**src/rtl/heap_topk_stream_pkg.sv**
```systemverilog
// Shared definitions for the streaming top-K heap: entry flags, FSM states, rank compare.
// Pure declarations; no timing or flow control here.
package heap_topk_stream_pkg;

  localparam logic [1:0] FLAG_NORM = 2'b00;
  localparam logic [1:0] FLAG_MIN  = 2'b01;
  localparam logic [1:0] FLAG_MAX  = 2'b11;
  localparam int         KEY_MAX_W = 32;

  typedef enum logic [2:0] {
    ST_IDLE       = 3'd0,
    ST_SIFT       = 3'd1,
    ST_DRAIN      = 3'd2,
    ST_DRAIN_SIFT = 3'd3
  } state_t;

  // Sentinel that loses every insertion compare, and the one that sinks to the leaves on drain.
  function automatic logic [1:0] init_flag(input bit max_mode);
    return max_mode ? FLAG_MIN : FLAG_MAX;
  endfunction

  function automatic logic [1:0] flush_flag(input bit max_mode);
    return max_mode ? FLAG_MAX : FLAG_MIN;
  endfunction

  function automatic logic [1:0] flag_rank(input logic [1:0] f);
    case (f)
      FLAG_MIN:  return 2'd0;
      FLAG_NORM: return 2'd1;
      default:   return 2'd2;
    endcase
  endfunction

  // Strict less-than: min-sentinel < normal < max-sentinel, normals ordered by key.
  function automatic logic cmp_lt(input logic [1:0] fa, input logic [KEY_MAX_W-1:0] ka,
                                  input logic [1:0] fb, input logic [KEY_MAX_W-1:0] kb);
    logic [1:0] ra;
    logic [1:0] rb;
    ra = flag_rank(fa);
    rb = flag_rank(fb);
    if (ra != rb) return ra < rb;
    return (fa == FLAG_NORM) && (ka < kb);
  endfunction

endpackage

```
**src/rtl/heap_topk_stream_node_sel.sv**
```systemverilog
// Combinational sift decision for one heap node: pick the worse child, swap if it ranks below the parent.
// Zero latency; no flow control.
module heap_topk_stream_node_sel
  import heap_topk_stream_pkg::*;
#(
  parameter int KEY_WIDTH = 8,
  parameter int MAX_MODE  = 1
) (
  input  logic [1:0]           parent_flag,
  input  logic [KEY_WIDTH-1:0] parent_key,
  input  logic [1:0]           left_flag,
  input  logic [KEY_WIDTH-1:0] left_key,
  input  logic [1:0]           right_flag,
  input  logic [KEY_WIDTH-1:0] right_key,
  output logic                 swap,
  output logic                 sel_right
);

  // "worse" is smaller in MAX_MODE (min-heap) and larger otherwise (max-heap).
  function automatic logic worse(input logic [1:0] fa, input logic [KEY_WIDTH-1:0] ka,
                                 input logic [1:0] fb, input logic [KEY_WIDTH-1:0] kb);
    if (MAX_MODE != 0) return cmp_lt(fa, KEY_MAX_W'(ka), fb, KEY_MAX_W'(kb));
    return cmp_lt(fb, KEY_MAX_W'(kb), fa, KEY_MAX_W'(ka));
  endfunction

  always_comb begin
    sel_right = worse(right_flag, right_key, left_flag, left_key);
    if (sel_right) swap = worse(right_flag, right_key, parent_flag, parent_key);
    else           swap = worse(left_flag, left_key, parent_flag, parent_key);
  end

endmodule

```
**src/rtl/heap_topk_stream.sv**
```systemverilog
// Streaming top-K selector on a register heap; keeps the HEAP_SIZE best keys, drains them sorted on flush.
// Insert costs 1 cycle + up to NLEVELS sift cycles (in_ready low); drain beats hold until out_ready.
module heap_topk_stream
  import heap_topk_stream_pkg::*;
#(
  parameter int DATA_WIDTH = 16,
  parameter int KEY_WIDTH  = 8,
  parameter int NLEVELS    = 2,
  parameter int MAX_MODE   = 1
) (
  input  logic                  clk,
  input  logic                  rst,
  input  logic                  init,
  input  logic                  flush,
  input  logic [DATA_WIDTH-1:0] in_data,
  input  logic                  in_valid,
  output logic                  in_ready,
  output logic [DATA_WIDTH-1:0] out_data,
  output logic                  out_valid,
  input  logic                  out_ready,
  output logic [NLEVELS+1:0]    count,
  output logic                  busy,
  output logic                  done
);

  localparam int HEAP_SIZE = 2 ** (NLEVELS + 1) - 1;
  localparam int IW        = NLEVELS + 1;
  localparam int CW        = NLEVELS + 2;

  typedef logic [DATA_WIDTH-1:0] entry_t;

  localparam logic [CW-1:0] HEAP_SIZE_C = CW'(HEAP_SIZE);
  localparam logic [IW-1:0] LEAF_C      = IW'(2 ** NLEVELS - 1);
  localparam logic [1:0]    INIT_F      = init_flag(MAX_MODE != 0);
  localparam logic [1:0]    FLUSH_F     = flush_flag(MAX_MODE != 0);
  localparam entry_t        INIT_ENT    = {INIT_F, {(DATA_WIDTH-2){1'b0}}};
  localparam entry_t        FLUSH_ENT   = {FLUSH_F, {(DATA_WIDTH-2){1'b0}}};

  state_t          state_q, state_d;
  logic [IW-1:0]   idx_q, idx_d;
  logic [CW-1:0]   count_q, count_d;
  entry_t          heap_q [HEAP_SIZE];
  entry_t          heap_d [HEAP_SIZE];

  logic [IW-1:0]   lidx, ridx, cidx;
  entry_t          par_e, l_e, r_e, root;
  logic            swap, sel_right, in_beats_root;
  state_t          back_st;

  // Leaf nodes have no children; park the child indices on the root so no lookup goes out of range.
  always_comb begin
    lidx  = (idx_q >= LEAF_C) ? '0 : {idx_q[IW-2:0], 1'b1};
    ridx  = lidx + IW'(1);
    par_e = heap_q[idx_q];
    l_e   = heap_q[lidx];
    r_e   = heap_q[ridx];
    cidx  = sel_right ? ridx : lidx;
    root  = heap_q[0];
  end

  heap_topk_stream_node_sel #(
    .KEY_WIDTH (KEY_WIDTH),
    .MAX_MODE  (MAX_MODE)
  ) u_node_sel (
    .parent_flag (par_e[DATA_WIDTH-1 -: 2]),
    .parent_key  (par_e[KEY_WIDTH-1:0]),
    .left_flag   (l_e[DATA_WIDTH-1 -: 2]),
    .left_key    (l_e[KEY_WIDTH-1:0]),
    .right_flag  (r_e[DATA_WIDTH-1 -: 2]),
    .right_key   (r_e[KEY_WIDTH-1:0]),
    .swap        (swap),
    .sel_right   (sel_right)
  );

  always_comb begin
    state_d   = state_q;
    idx_d     = idx_q;
    count_d   = count_q;
    heap_d    = heap_q;
    done      = 1'b0;
    out_valid = 1'b0;
    back_st   = (state_q == ST_SIFT) ? ST_IDLE : ST_DRAIN;
    in_ready  = (state_q == ST_IDLE) & ~flush & ~init & ~rst;
    if (MAX_MODE != 0)
      in_beats_root = cmp_lt(root[DATA_WIDTH-1 -: 2], KEY_MAX_W'(root[KEY_WIDTH-1:0]),
                             in_data[DATA_WIDTH-1 -: 2], KEY_MAX_W'(in_data[KEY_WIDTH-1:0]));
    else
      in_beats_root = cmp_lt(in_data[DATA_WIDTH-1 -: 2], KEY_MAX_W'(in_data[KEY_WIDTH-1:0]),
                             root[DATA_WIDTH-1 -: 2], KEY_MAX_W'(root[KEY_WIDTH-1:0]));

    case (state_q)
      ST_IDLE: begin
        if (flush) begin
          state_d = ST_DRAIN;
        end else if (in_valid && in_ready && in_beats_root) begin
          heap_d[0] = in_data;
          idx_d     = '0;
          state_d   = ST_SIFT;
          if (root[DATA_WIDTH-1 -: 2] == INIT_F && count_q != HEAP_SIZE_C) count_d = count_q + 1'b1;
        end
      end
      ST_SIFT, ST_DRAIN_SIFT: begin
        if (swap) begin
          heap_d[idx_q] = heap_q[cidx];
          heap_d[cidx]  = heap_q[idx_q];
          idx_d         = cidx;
          if (cidx >= LEAF_C) state_d = back_st;
        end else begin
          state_d = back_st;
        end
      end
      ST_DRAIN: begin
        // count tracks normal entries exactly, so zero means only sentinels remain.
        if (count_q == '0 || root[DATA_WIDTH-1 -: 2] == FLUSH_F) begin
          done    = 1'b1;
          count_d = '0;
          state_d = ST_IDLE;
          for (int i = 0; i < HEAP_SIZE; i++) heap_d[i] = INIT_ENT;
        end else if (root[DATA_WIDTH-1 -: 2] == FLAG_NORM) begin
          out_valid = 1'b1;
          if (out_ready) begin
            heap_d[0] = FLUSH_ENT;
            count_d   = count_q - 1'b1;
            idx_d     = '0;
            state_d   = ST_DRAIN_SIFT;
          end
        end else begin
          heap_d[0] = FLUSH_ENT;
          idx_d     = '0;
          state_d   = ST_DRAIN_SIFT;
        end
      end
      default: state_d = ST_IDLE;
    endcase

    if (init) begin
      state_d   = ST_IDLE;
      count_d   = '0;
      done      = 1'b0;
      out_valid = 1'b0;
      for (int i = 0; i < HEAP_SIZE; i++) heap_d[i] = INIT_ENT;
    end
  end

  always_ff @(posedge clk) begin
    if (rst) begin
      state_q <= ST_IDLE;
      idx_q   <= '0;
      count_q <= '0;
      for (int i = 0; i < HEAP_SIZE; i++) heap_q[i] <= INIT_ENT;
    end else begin
      state_q <= state_d;
      idx_q   <= idx_d;
      count_q <= count_d;
      for (int i = 0; i < HEAP_SIZE; i++) heap_q[i] <= heap_d[i];
    end
  end

  assign out_data = heap_q[0];
  assign count    = count_q;
  assign busy     = (state_q != ST_IDLE);

endmodule
```
**config.mk**
```make
export PLATFORM = sky130hd
export DESIGN_NAME = heap_topk_stream
export DESIGN_NICKNAME = d
export VERILOG_FILES = /design/src/rtl/heap_topk_stream_pkg.sv /design/src/rtl/heap_topk_stream_node_sel.sv /design/src/rtl/heap_topk_stream.sv
export SDC_FILE = /design/constraint.sdc
export NUM_CORES = 1
export LEC_CHECK = 0
export BUFFER_PORTS_ARGS = -buffer_cell sky130_fd_sc_hd__buf_2
export CAP_MARGIN = 0
export CORE_MARGIN = 5
export CORE_UTILIZATION = 57
export DETAILED_ROUTE_END_ITERATION = 6
export PLACE_DENSITY = 0.78
export SLEW_MARGIN = 20
export SYNTH_ARGS = -nofsm -noshare
export SYNTH_HDL_FRONTEND = slang
export SYNTH_SLANG_ARGS = --single-unit
```
**constraint.sdc**
```tcl
create_clock -name clk -period 4.8 [get_ports clk]
set_clock_uncertainty 0.05 [all_clocks]
set_input_delay 0.72 -clock clk [delete_from_list [all_inputs] [get_ports clk]]
set_output_delay 0.72 -clock clk [all_outputs]
set_load 0.02 [all_outputs]
```
==> flow_metrics.tcl <==
set metrics [dict create \
    hold-path-cell-count 2 \
    cts_tree "built" \
    setup_total_negative_slack_ns 0 \
    fp.dieArea_mm2 0.01935 \
    postCtsHoldBufs 0 \
    antenna_violations_before_repair 0 \
    ctsLongestPathBuffers 2 \
    multi_input_area_mm2 0.006415 \
    final_nets 1357 \
    fmax_mhz 217.3 \
    vias_in_the_first_global_route 10150 \
    grtUsageTotal_pct 41.12 \
    synth_cell_types 85 \
    power_dens_cells_mw_per_mm2 240.1 \
    synth.most_common_cell "sky130_fd_sc_hd__nor2_1" \
    critPathMaxStageDelay_ns 0.48 \
    required_ns 5.06 \
    report.power.total_w 0.002676 \
    number_of_synthesized_flops_with_an_enable_pin 0 \
    dpl.hpwl_mm 30.24 \
    final_cells 1529 \
    cp_data_arrival_time_ns 4.86 \
    clock-root-buffer "sky130_fd_sc_hd__clkbuf_16" \
    crit_path_end_kind "flip-flop" \
    yosysTopAreaCellShare_pct 25.49 \
    top_level_ports 46 \
    yosysWarnings 0 \
    hold_path_startpoint "heap_q[9]" \
    grt_start_max_net_pins 67 \
    syn-num-nets 1289 \
    final-hold-violation-count 0 \
    outcome "complete, no violations" \
    power.static_leakage_nw 4.382 \
    synth.avg_cell_area_um2 7.737 \
    synthCells 1228 \
    placement.io_buffers 45 \
    path_buf_inv 5 \
    layout.filler_cells 1401 \
    clock_transition_at_the_register_clock_pins_on_the_worst_setup_and_hold_paths_after_cts_ns 0.06 \
    type_of_the_tightest_min_delay_check "flip-flop to flip-flop" \
    ctsHtreeMaxLevel 4 \
    num_vias 11160 \
    grt_setup_unrepaired "false" \
    ys.flop_type "sky130_fd_sc_hd__dfxtp_1" \
    final-max-slew-violation-count 0 \
    drv_cap 0 \
    timing.critical_path.max_delay_family "compound AO/OA/AOI/OAI gates" \
    synth_top_cells_by_area "sky130_fd_sc_hd__dfxtp_1 25%, sky130_fd_sc_hd__a221o_1 7.0%, sky130_fd_sc_hd__nor2_1 6.7%" \
    dpl.cell_count 1490 \
    min_period_ns 4.601 \
    drt_first_iter_violations 1891 \
    slew_headroom_pct 25.56 \
    postSynthRegisterBits 121 \
    synth-async-reset-ratio_pct 0 \
    die_width_um 139.1 \
    detail-route-antenna-nets 0 \
    critical_path.reg2reg.endpoint "heap_q[44]" \
    drt_first_pass_iters 6 \
    layout.area.seq_mm2 0.002429 \
    netlist_area_mm2 0.009502 \
    drive_gt1_share_pct 19.86 \
    worst-slew-pin-transition_ns 1.113 \
    timing.setup.critical_path_class "flip-flop to flip-flop" \
    irDropWorstVdd_mv 0.2441 \
    synthToLayoutAreaGrowth_pct 17.28 \
    critical_path_peak_fanout 30 \
    row_count 47 \
    timing.final.crit_share_pct 95.86 \
    fraction_of_the_yosys_area_taken_by_sequential_cells_pct 25.49 \
    via_per_inst 7.302 \
    final_routed_wire_length_divided_by_cell_count_um 27.28 \
    core-area_mm2 0.01647 \
    cp_common_cell "sky130_fd_sc_hd__buf_4" \
    setup_viol 0 \
    floorplan.initialDensity_pct 57.71 \
    grt_overflow 0 \
    routabilityCongestion 1.115 \
    path_cells "buf_12 > buf_4 > mux2_2 > a221o_1 > o21ai_1 > inv_1 > ha_1 > nor2b_1 > o211ai_1 > a21oi_1 > o311a_1 > nor3_4 > nor4_4 > buf_4 > buf_4 > nand2_1 > nor2_1 > a221o_1" \
    r2r.worst_path.cells 18 \
    critical_path.slowest_cell "sky130_fd_sc_hd__dfxtp_4" \
    antenna_cells_inserted 0 \
    rrSetupSlack_ns 0.20 \
    holdPathEnd "heap_q[9]" \
    grt_pass1_wl_mm 61.64 \
    finalWirelength_mm 41.72 \
    worstSkewPairLatency_ns 0.43 \
    post_synth_most_frequent_cells "170 x sky130_fd_sc_hd__nor2_1, 121 x sky130_fd_sc_hd__dfxtp_1, 94 x sky130_fd_sc_hd__nand2_1" \
    clock_sink_count 121 \
    layout.core_utilization_pct 67.67 \
    tritoncts.num_buffers 17 \
    critical_path.reg2reg.startpoint "idx_q[0]" \
    die-height_um 139.1 \
    most_area_hungry_cell_type_in_the_yosys_netlist "sky130_fd_sc_hd__dfxtp_1" \
    cp-start-kind "flip-flop" \
    drcViolationCount 0 \
]
-- routing by layer --
metal | vias up | global-route usage (%) | part of all wire, %
met5 | - | 0 | 0
met4 | 0 | 18.59 | 5.4
met3 | 200 | 13.59 | 16
met2 | 985 | 58.25 | 41
met1 | 5164 | 56.66 | 38
li1 | 4815 | - | -
-- layout make-up --
type / count / area share (%)
Multi-Input combinational cell: 946 / 57.57
Timing Repair Buffer: 160 / 10.89
Clock buffer: 20 / 4.098
Sequential cell: 121 / 21.79
Clock inverter: 12 / 1.493
Tap cell: 220 / 2.470
Inverter: 50 / 1.684
-- stage by stage --
stage | hold WS (ns) | setup slack, ns | area [µm²]
3_3_place_gp | 0.4068 | 0.2831 | 10390
2_1_floorplan | 0.3870 | 0.01302 | 9532
6_report | 0.4310 | 0.1987 | 11140
5_1_grt | 0.4664 | 0.0004872 | 11140
4_1_cts | 0.4260 | 0.1621 | 11010
3_5_place_dp | 0.4127 | 0.2316 | 10390
-- sequential cells by signal, indices dropped and copies added (netlist names) --
register	cells
heap_q	96
out_data	16
count	4
idx_q	3
state_q	2
-- placed cells by master (no fill, tap or decap), types with 8 or more instances in the layout --
cell type / instances
sky130_fd_sc_hd__nor2_1: 166
sky130_fd_sc_hd__dfxtp_1: 118
sky130_fd_sc_hd__buf_4: 105
sky130_fd_sc_hd__nand2_1: 93
sky130_fd_sc_hd__a21oi_1: 81
sky130_fd_sc_hd__a221o_1: 66
sky130_fd_sc_hd__o21ai_0: 61
sky130_fd_sc_hd__inv_1: 50
sky130_fd_sc_hd__buf_2: 45
sky130_fd_sc_hd__ha_1: 39
sky130_fd_sc_hd__a211oi_1: 35
sky130_fd_sc_hd__nand3_1: 35
sky130_fd_sc_hd__o22ai_1: 25
sky130_fd_sc_hd__o221ai_1: 19
sky130_fd_sc_hd__mux2i_1: 17
sky130_fd_sc_hd__nor2b_1: 17
sky130_fd_sc_hd__clkbuf_16: 17
sky130_fd_sc_hd__nor3_1: 15
sky130_fd_sc_hd__a221oi_1: 15
sky130_fd_sc_hd__a32oi_1: 15
sky130_fd_sc_hd__o22a_1: 14
sky130_fd_sc_hd__nand2b_1: 13
sky130_fd_sc_hd__o211ai_1: 13
sky130_fd_sc_hd__a21o_1: 11
sky130_fd_sc_hd__mux2_2: 11
sky130_fd_sc_hd__a22oi_1: 11
sky130_fd_sc_hd__or3_1: 11
sky130_fd_sc_hd__buf_12: 10
sky130_fd_sc_hd__and2_1: 9
sky130_fd_sc_hd__o21ai_1: 8
-- report_power, final --
part / internal [W] / leakage (nW) / switching [W] / total, W
registers: 0.00101 / 0.977 / 0.0000123 / 0.00102
logic: 0.0000946 / 3.11 / 0.000186 / 0.000281
clock network: 0.000850 / 0.297 / 0.000523 / 0.00137
total: 0.00195 / 4.38 / 0.000721 / 0.00268
-- cells by family after synthesis --
family | count (synthesis) | share of synthesized area, %
mux | 36 | 4.872
flops | 121 | 25.49
xor+xnor | 1 | 0.09219
buf+inv | 161 | 8.019
simple gates | 414 | 20.44
fa+ha+maj | 39 | 5.136
compound gates | 456 | 35.95
-- worst reg2reg max path: stages (launching register included) --
cell	delay, ns
sky130_fd_sc_hd__dfxtp_4	0.48
sky130_fd_sc_hd__buf_12	0.23
sky130_fd_sc_hd__buf_4	0.18
sky130_fd_sc_hd__mux2_2	0.33
sky130_fd_sc_hd__a221o_1	0.29
sky130_fd_sc_hd__o21ai_1	0.19
sky130_fd_sc_hd__inv_1	0.10
sky130_fd_sc_hd__ha_1	0.31
sky130_fd_sc_hd__nor2b_1	0.14
sky130_fd_sc_hd__o211ai_1	0.18
sky130_fd_sc_hd__a21oi_1	0.11
sky130_fd_sc_hd__o311a_1	0.37
sky130_fd_sc_hd__nor3_4	0.34
sky130_fd_sc_hd__nor4_4	0.05
sky130_fd_sc_hd__buf_4	0.20
sky130_fd_sc_hd__buf_4	0.17
sky130_fd_sc_hd__nand2_1	0.38
sky130_fd_sc_hd__nor2_1	0.09
sky130_fd_sc_hd__a221o_1	0.29
-- repair_timing --
| item | in CTS | in global routing |
|---|---|---|
| setup endpoints to repair | 0 | 77 |
| hold endpoints to repair | 0 | 0 |
| setup buffers | 0 | 7 |
| gates resized for setup | 0 | 14 |
-- how the worst max path moves through the flow --
stage	end	startpoint	depth (start not counted)	slack (ns)
final	heap_q[44]	idx_q[0]	18	0.20
after detailed placement	heap_q[75]	idx_q[2]	16	0.23
after floorplan	heap_q[90]	idx_q[0]	24	0.01
after CTS	heap_q[41]	idx_q[2]	16	0.16
after global placement	out_data[1]	idx_q[0]	16	0.28
after global routing	heap_q[42]	idx_q[2]	16	0.0005
Note: power is estimated with default switching activity, not from simulation.
